$ cat config.mk
export PLATFORM = sky130hd
export DESIGN_NAME = aes_inv_mixcolumns_iter
export DESIGN_NICKNAME = d
export VERILOG_FILES = /design/src/rtl/aes_inv_mixcolumns_iter.sv
export SDC_FILE = /design/constraint.sdc
export NUM_CORES = 1
export LEC_CHECK = 0
export CORE_UTILIZATION = 40
export CTS_CLUSTER_DIAMETER = 150
export DETAILED_ROUTE_END_ITERATION = 8
export GPL_TIMING_DRIVEN = 0
export PLACE_DENSITY_LB_ADDON = 0.12
export REMOVE_ABC_BUFFERS = 1
export SYNTH_ARGS = -nofsm -noshare
export SYNTH_HDL_FRONTEND = slang
export SYNTH_SLANG_ARGS = --single-unit
$ cat constraint.sdc
create_clock -name clk -period 15.4 [get_ports clk]
set_input_delay 1.54 -clock clk [delete_from_list [all_inputs] [get_ports clk]]
set_output_delay 1.54 -clock clk [all_outputs]
set_load 0.01 [all_outputs]
$ cat src/rtl/aes_inv_mixcolumns_iter.sv
// Iterative AES InvMixColumns: one column (or two with AES_INV_MC_DUAL_EN) per clock,
// valid/ready on both sides. Define AES_INV_MC_DUAL_EN for the two-datapath build.
//
// state | meaning
// IDLE  | in_ready high, waiting for a state
// BUSY  | transforming latched state, one slice per cycle
// DONE  | out_valid high, result held until out_ready
module aes_inv_mixcolumns_iter (
    input  logic         clk,
    input  logic         rst,
    input  logic         in_valid,
    output logic         in_ready,
    input  logic [127:0] state_in,
    output logic         out_valid,
    input  logic         out_ready,
    output logic [127:0] state_out,
    output logic         busy
);

`ifdef AES_INV_MC_DUAL_EN
    localparam int COLS_PER_CYC = 2;
`else
    localparam int COLS_PER_CYC = 1;
`endif
    localparam int STEPS   = 4 / COLS_PER_CYC;
    localparam int CNT_W   = $clog2(STEPS);
    localparam int SLICE_W = 32 * COLS_PER_CYC;
    localparam logic [CNT_W-1:0] LAST = CNT_W'(STEPS - 1);

    typedef enum logic [1:0] {IDLE, BUSY, DONE} state_t;

    state_t                           state;
    logic [CNT_W-1:0]                 col;
    logic [STEPS-1:0][SLICE_W-1:0]    state_q;
    logic [STEPS-1:0][SLICE_W-1:0]    out_q;
    logic [SLICE_W-1:0]               slice_in;
    logic [SLICE_W-1:0]               slice_res;

    function automatic logic [7:0] xt(input logic [7:0] b);
        return {b[6:0], 1'b0} ^ (b[7] ? 8'h1b : 8'h00);
    endfunction

    function automatic logic [31:0] inv_mix_col(input logic [31:0] c);
        logic [7:0] s  [4];
        logic [7:0] x2 [4];
        logic [7:0] x4 [4];
        logic [7:0] x8 [4];
        logic [7:0] m9 [4];
        logic [7:0] mb [4];
        logic [7:0] md [4];
        logic [7:0] me [4];
        logic [31:0] res;
        res = '0;
        for (int r = 0; r < 4; r++) begin
            s[r]  = c[8*r +: 8];
            x2[r] = xt(s[r]);
            x4[r] = xt(x2[r]);
            x8[r] = xt(x4[r]);
            m9[r] = x8[r] ^ s[r];
            mb[r] = x8[r] ^ x2[r] ^ s[r];
            md[r] = x8[r] ^ x4[r] ^ s[r];
            me[r] = x8[r] ^ x4[r] ^ x2[r];
        end
        for (int r = 0; r < 4; r++) begin
            res[8*r +: 8] = me[r] ^ mb[(r+1)%4] ^ md[(r+2)%4] ^ m9[(r+3)%4];
        end
        return res;
    endfunction

    assign slice_in = state_q[col];

    for (genvar g = 0; g < COLS_PER_CYC; g++) begin : g_col
        assign slice_res[32*g +: 32] = inv_mix_col(slice_in[32*g +: 32]);
    end

    assign state_out = out_q;

    always_ff @(posedge clk or posedge rst) begin
        if (rst) begin
            state     <= IDLE;
            col       <= '0;
            state_q   <= '0;
            out_q     <= '0;
            in_ready  <= 1'b1;
            out_valid <= 1'b0;
            busy      <= 1'b0;
        end else begin
            case (state)
                IDLE: begin
                    if (in_valid && in_ready) begin
                        state_q  <= state_in;
                        col      <= '0;
                        state    <= BUSY;
                        in_ready <= 1'b0;
                        busy     <= 1'b1;
                    end
                end
                BUSY: begin
                    out_q[col] <= slice_res;
                    if (col == LAST) begin
                        col       <= '0;
                        state     <= DONE;
                        busy      <= 1'b0;
                        out_valid <= 1'b1;
                    end else begin
                        col <= col + CNT_W'(1);
                    end
                end
                DONE: begin
                    if (out_ready) begin
                        out_valid <= 1'b0;
                        in_ready  <= 1'b1;
                        state     <= IDLE;
                    end
                end
                default: begin
                    state     <= IDLE;
                    in_ready  <= 1'b1;
                    out_valid <= 1'b0;
                    busy      <= 1'b0;
                end
            endcase
        end
    end

endmodule

# Word level (Yosys, flattened, before mapping)
# Index checks and enable logic that the tools add are counted.
[classes]
addsub = 1
mul = 0
div = 0
order_cmp = 2
eq_ne = 6
n_shift = 0
mux = 33
n_bitwise = 51
n_reduce_logical = 10
[ops]
columns = ["op", "n"]
rows = [
  ["8-bit XOR", 36],
  ["128-bit bitwise mux", 1],
  ["8-bit by 5-bit XOR with 8-bit output", 12],
  ["32-bit binary-select mux with 2-bit select", 1],
  ["32-bit demux with 2-bit select", 1],
  ["32-bit 2-to-1 mux", 2],
  ["5-bit 2-to-1 mux", 12],
  ["3-bit AND reduction", 4],
  ["2-bit 2-to-1 mux", 5],
  ["1-bit case mux with 3 select lines", 3],
  ["1-bit 2-to-1 mux", 6],
  ["2-bit != test (second input constant)", 3],
  ["2-bit case mux with 3 select lines", 1],
  ["2-bit equality test (second input constant)", 2],
  ["2-bit case mux with 2 select lines", 1],
  ["2-bit AND reduction", 2],
  ["2-bit by 3-bit < comparator with 1-bit output (second input constant)", 1],
  ["1-bit NOT", 3],
  ["2-bit by 1-bit adder with 2-bit output (second input constant)", 1],
  ["2-bit by 1-bit equality test with 1-bit output (second input constant)", 1],
  ["2-bit by 1-bit >= comparator with 1-bit output (second input constant)", 1],
  ["1-bit logical AND", 2],
  ["2-bit logical NOT", 1],
  ["2-bit nonzero test", 1],
]
[totals]
ff_bits = 263
latchBits = 0
ram_bits = 0
mem_bits_ro = 0
inputBits = 132
out_inout_bits = 131
word_cells = 116
memories = 0

# Longest topological paths before layout
[depth]
depth_word = 14
mapped_depth = 10
mapped_depth_nobuf = 6

# Least setup slack after synthesis
# Ideal clock, no wire load.
[synth_path]
kind = "reg2reg"
startpoint = "reg col[0]"
endpoint = "reg out_q, in the netlist state_out[35]"
t_arrival_ns = 2.873
t_required_ns = 15.273
path_slack_ns = 12.401
path_stages_with_launch = 11
path_buffers = 4
period_less_slack_ns = 2.999
path_cell_list = "dfrtp_1 > buf_6 > buf_8 > buf_8 > mux4_1 > buf_4 > xnor3_1 > xnor2_2 > xnor3_2 > xnor2_2 > o21ai_1"
[synth_via]
elab_chain_len = 12
elab_cells_between_ends = 40
cone_classes = "order compare: 2; mux: 15; bitwise: 22; reduce/logical: 1"
[synth_rtl]
columns = ["item", "line_no", "text"]
rows = [
  ["from (decl)", "33", "logic [CNT_W-1:0] col;"],
  ["from (signal assigned)", "106", "col <= col + CNT_W'(1);"],
  ["32-bit binary-select mux with 2-bit select", "70", "assign slice_in = state_q[col];"],
  ["32-bit 2-to-1 mux (not written as such)", "70", ""],
  ["5-bit 2-to-1 mux / 8-bit by 5-bit XOR with 8-bit output (equally long branches)", "40", "return {b[6:0], 1'b0} ^ (b[7] ? 8'h1b : 8'h00);"],
  ["8-bit by 5-bit XOR with 8-bit output", "40", ""],
  ["8-bit by 5-bit XOR with 8-bit output / 5-bit 2-to-1 mux (equally long branches)", "40", ""],
  ["8-bit by 5-bit XOR with 8-bit output", "40", ""],
  ["8-bit XOR, on equally long branches (2 in series)", "62, 60", ""],
  ["8-bit XOR (3 in series)", "65", "res[8*r +: 8] = me[r] ^ mb[(r+1)%4] ^ md[(r+2)%4] ^ m9[(r+3)%4];"],
  ["128-bit bitwise mux *", "99", "out_q[col] <= slice_res;"],
  ["to (signal, indexed assignment)", "99", ""],
  ["to (decl)", "35", "logic [STEPS-1:0][SLICE_W-1:0] out_q;"],
]
# Mark *: on every way between the ends. The rest lies on a longest branch, timed or not. The select of a mux whose other input is x is not followed.
# A chain may end at the register's enable or synchronous reset.

# Final worst setup path
[layout_path]
startpoint = "reg col[0]"
endpoint = "reg out_q, in the netlist state_out[37]"
[layout_via]
elab_chain_len = 12
elab_cells_between_ends = 38
cone_classes = "order compare: 2; mux: 13; bitwise: 22; reduce/logical: 1"
[layout_rtl]
columns = ["item", "line_no"]
rows = [
  ["32-bit binary-select mux with 2-bit select", "70"],
  ["32-bit 2-to-1 mux (not written as such)", "70"],
  ["5-bit 2-to-1 mux / 8-bit by 5-bit XOR with 8-bit output (equally long branches)", "40"],
  ["8-bit by 5-bit XOR with 8-bit output / 5-bit 2-to-1 mux (equally long branches)", "40"],
  ["8-bit by 5-bit XOR with 8-bit output (2 in series)", "40"],
  ["8-bit XOR, on equally long branches (2 in series)", "62, 60"],
  ["8-bit XOR (3 in series)", "65"],
  ["128-bit bitwise mux *", "99"],
]
# Marks and branches as above.

==> impl_metrics.env <==
export IMPL_status="finished with violations"
export IMPL_failed_checks="design-rule violations"
export IMPL_routabilityCongestion=0.791
export IMPL_period_share_pct=27.1
export IMPL_synth_edff_count=0
export IMPL_rows=64
export IMPL_hp_class="flop to flop"
export IMPL_synth_cell_types=35
export IMPL_fin_nets=1335
export IMPL_die_x_um=179
export IMPL_htree_levels=1
export IMPL_rsz0062_at_grt="no"
export IMPL_synthTopCellsByCount="262 x dfrtp_1, 136 x nand2_1, 128 x mux2_2"
export IMPL_yosys_cell_count_top_type="dfrtp_1"
export IMPL_r2r_slack_ns=11.22
export IMPL_holdPathEnd="state_out[15]"
export IMPL_antenna_found_initial=2
export IMPL_via_count=7990
export IMPL_setup_viol=0
export IMPL_place_hpwl_um=22500
export IMPL_core_um2=30700
export IMPL_holdPathStages=2
export IMPL_rr_worst_depth=7
export IMPL_hold_viol_final=0
export IMPL_reg2reg_to="state_out[37]"
export IMPL_synthDominantCellAreaShare_pct=52.2
export IMPL_ys_top_cells_by_area="dfrtp_1 52%, mux2_2 11%, xnor2_1 6.8%"
export IMPL_overflow=0
export IMPL_cap_viol_max_count=0
export IMPL_tns_ns=0
export IMPL_maxSlewHeadroom_pct=53.3
export IMPL_synth_async_sr_flop_share_pct=100
export IMPL_yosysSeqAreaShare_pct=52.4
export IMPL_crit_start="col[0]"
export IMPL_max_freq_mhz=240
export IMPL_postCtsHoldBufs=0
export IMPL_num_io_pins=263
export IMPL_antenna_left=0
export IMPL_root_buffer="clkbuf_16"
export IMPL_grt_pass1_wl_um=48100
export IMPL_cts_setup_buffers=0
export IMPL_synth_area_leader_cell="dfrtp_1"
export IMPL_drt_iter0_markers=499
export IMPL_cp_end_kind="flop"
export IMPL_final_layout_size_suffix_gt1_share_pct=19.6
export IMPL_cts_sinks=263
export IMPL_critPathKind="flop to flop"
export IMPL_crit_path_max_fanout=19
export IMPL_grt_start_max_net_pins=128
export IMPL_hp_start="state_out[15]"
export IMPL_fin_skew_ns=0.0180
export IMPL_start_util_pct=40.8
export IMPL_synth_cells=952
export IMPL_yosys_most_used_dff="dfrtp_1"
export IMPL_crit_required_ns=15.80
export IMPL_clk_path_buf_depth=3
export IMPL_drt_vias_per_instance=4.94
export IMPL_arrival_ns=4.58
export IMPL_diodes=0
export IMPL_drv_slew=0
export IMPL_wl_per_cell_um=19.0
export IMPL_drt_drc_violations_left=38
export IMPL_start_kind="flop"
export IMPL_clk_latency_ns=0.55
export IMPL_io_buffers=262
export IMPL_die_y_um=179
export IMPL_dr_pass1_iters=7
export IMPL_nFillCells=2686
export IMPL_wl_um=30700
export IMPL_worst_pin_slew_ns=0.701
export IMPL_synth_ff_latch_count=263
export IMPL_ctsResizeCount=0
export IMPL_yosys_warnings=0
export IMPL_r2r_start="col[0]"
export IMPL_layout_min_cycle_time_ns=4.18
export IMPL_grt_use_total_pct=19.7
export IMPL_grt_pass1_vias=8205
export IMPL_cts_tree="built"
export IMPL_avgSynthCellArea_um2=13.2
export IMPL_path_clk_slew_ns=0.06
export IMPL_synth_area_um2=12600
export IMPL_cts_made_buffers=29
export IMPL_die_area_um2=32100
export IMPL_area_delta_synth_final_pct=32.5
-- layout make-up --
class	instances	area, um^2	area share [%]
clock inverters	11	115	0.692
inverters	4	22.5	0.135
flip-flops and latches	263	6590	39.6
multi-input cells	627	5700	34.3
clock buffers	42	835	5.02
well taps	396	495	2.98
repair buffers	274	2880	17.3
-- routing by layer --
metal  track usage, %  up-vias  routed length (um)  share of wire (%)
met1             27.4     3953               14000                 46
met2             31.3      222               14100                 46
met4             3.82        2                 535                1.7
met5                0        -                  13              0.042
li1                 -     3774                   -                  -
met3             4.98       39                2080                6.8
-- layout by cell type, fill, tap and decap left out, drive strengths merged --
cell type / synthesis / layout
clkdlybuf4s50: 0 / 262
dfrtp: 262 / 262
nand2: 136 / 136
o21ai: 129 / 129
mux2: 128 / 128
xnor2: 109 / 109
clkbuf: 41 / 42
xor2: 38 / 38
xnor3: 33 / 33
mux4: 32 / 32
buf: 17 / 12
clkinv: 0 / 8
ha: 4 / 4
inv: 4 / 4
nor2: 3 / 3
o31ai: 2 / 2
o22ai: 2 / 2
a21oi: 2 / 2
nand2b: 2 / 2
xor3: 2 / 2
bufinv: 0 / 2
nand3b: 1 / 1
o21a: 1 / 1
nor3: 1 / 1
or3: 1 / 1
nor2b: 1 / 1
clkinvlp: 0 / 1
dfstp: 1 / 1
-- metrics by stage --
stage	instance area [um^2]	worst slack, ns	hold WS [ns]	utilization, %	cells
2_1_floorplan	12300	6.62	0.472	-	894
3_3_place_gp	15400	3.02	0.462	50.1	1552
3_5_place_dp	15700	11.23	0.469	51.0	1564
4_1_cts	16600	11.20	0.482	54.1	1617
5_1_grt	16600	11.02	0.498	54.1	1617
6_report	16600	11.22	0.474	54.1	1617
-- kinds of logic (layout without fill, tap and decap cells) --
kind of cell / Yosys count / in the layout / synth area share, %
compound gates: 136 / 136 / 5.50
xor+xnor: 182 / 182 / 17.5
fa+ha+maj: 4 / 4 / 0.399
buf+inv: 62 / 331 / 2.31
flops: 263 / 263 / 52.4
mux: 160 / 160 / 17.4
simple gates: 145 / 145 / 4.46
-- flip-flops by register name, summed over array words and instances (netlist names) --
name       flops
busy           1
col            2
in_ready       1
out_valid      1
state          2
state_out    128
state_q      128
-- worst max-delay path: stages (launching register included) --
cell	delay, ns
dfrtp_2	0.80
buf_12	0.27
mux4_1	0.91
xnor3_2	0.57
xnor3_1	0.44
xnor3_2	0.44
xnor2_1	0.40
o21ai_0	0.15
-- how the worst max path moves through the flow --
stage               cells after the start            end  slack, ns
floorplan                               1           busy       6.62
CTS                                     7  state_out[37]      11.20
global route                            7  state_out[37]      11.02
global placement                        2    state_q[90]       3.02
finish                                  7  state_out[37]      11.22
detailed placement                      7  state_out[37]      11.23
Power is left out: the tool's default activity adds up to more than one toggle a clock period on the data nets, which glitch-free logic cannot reach.
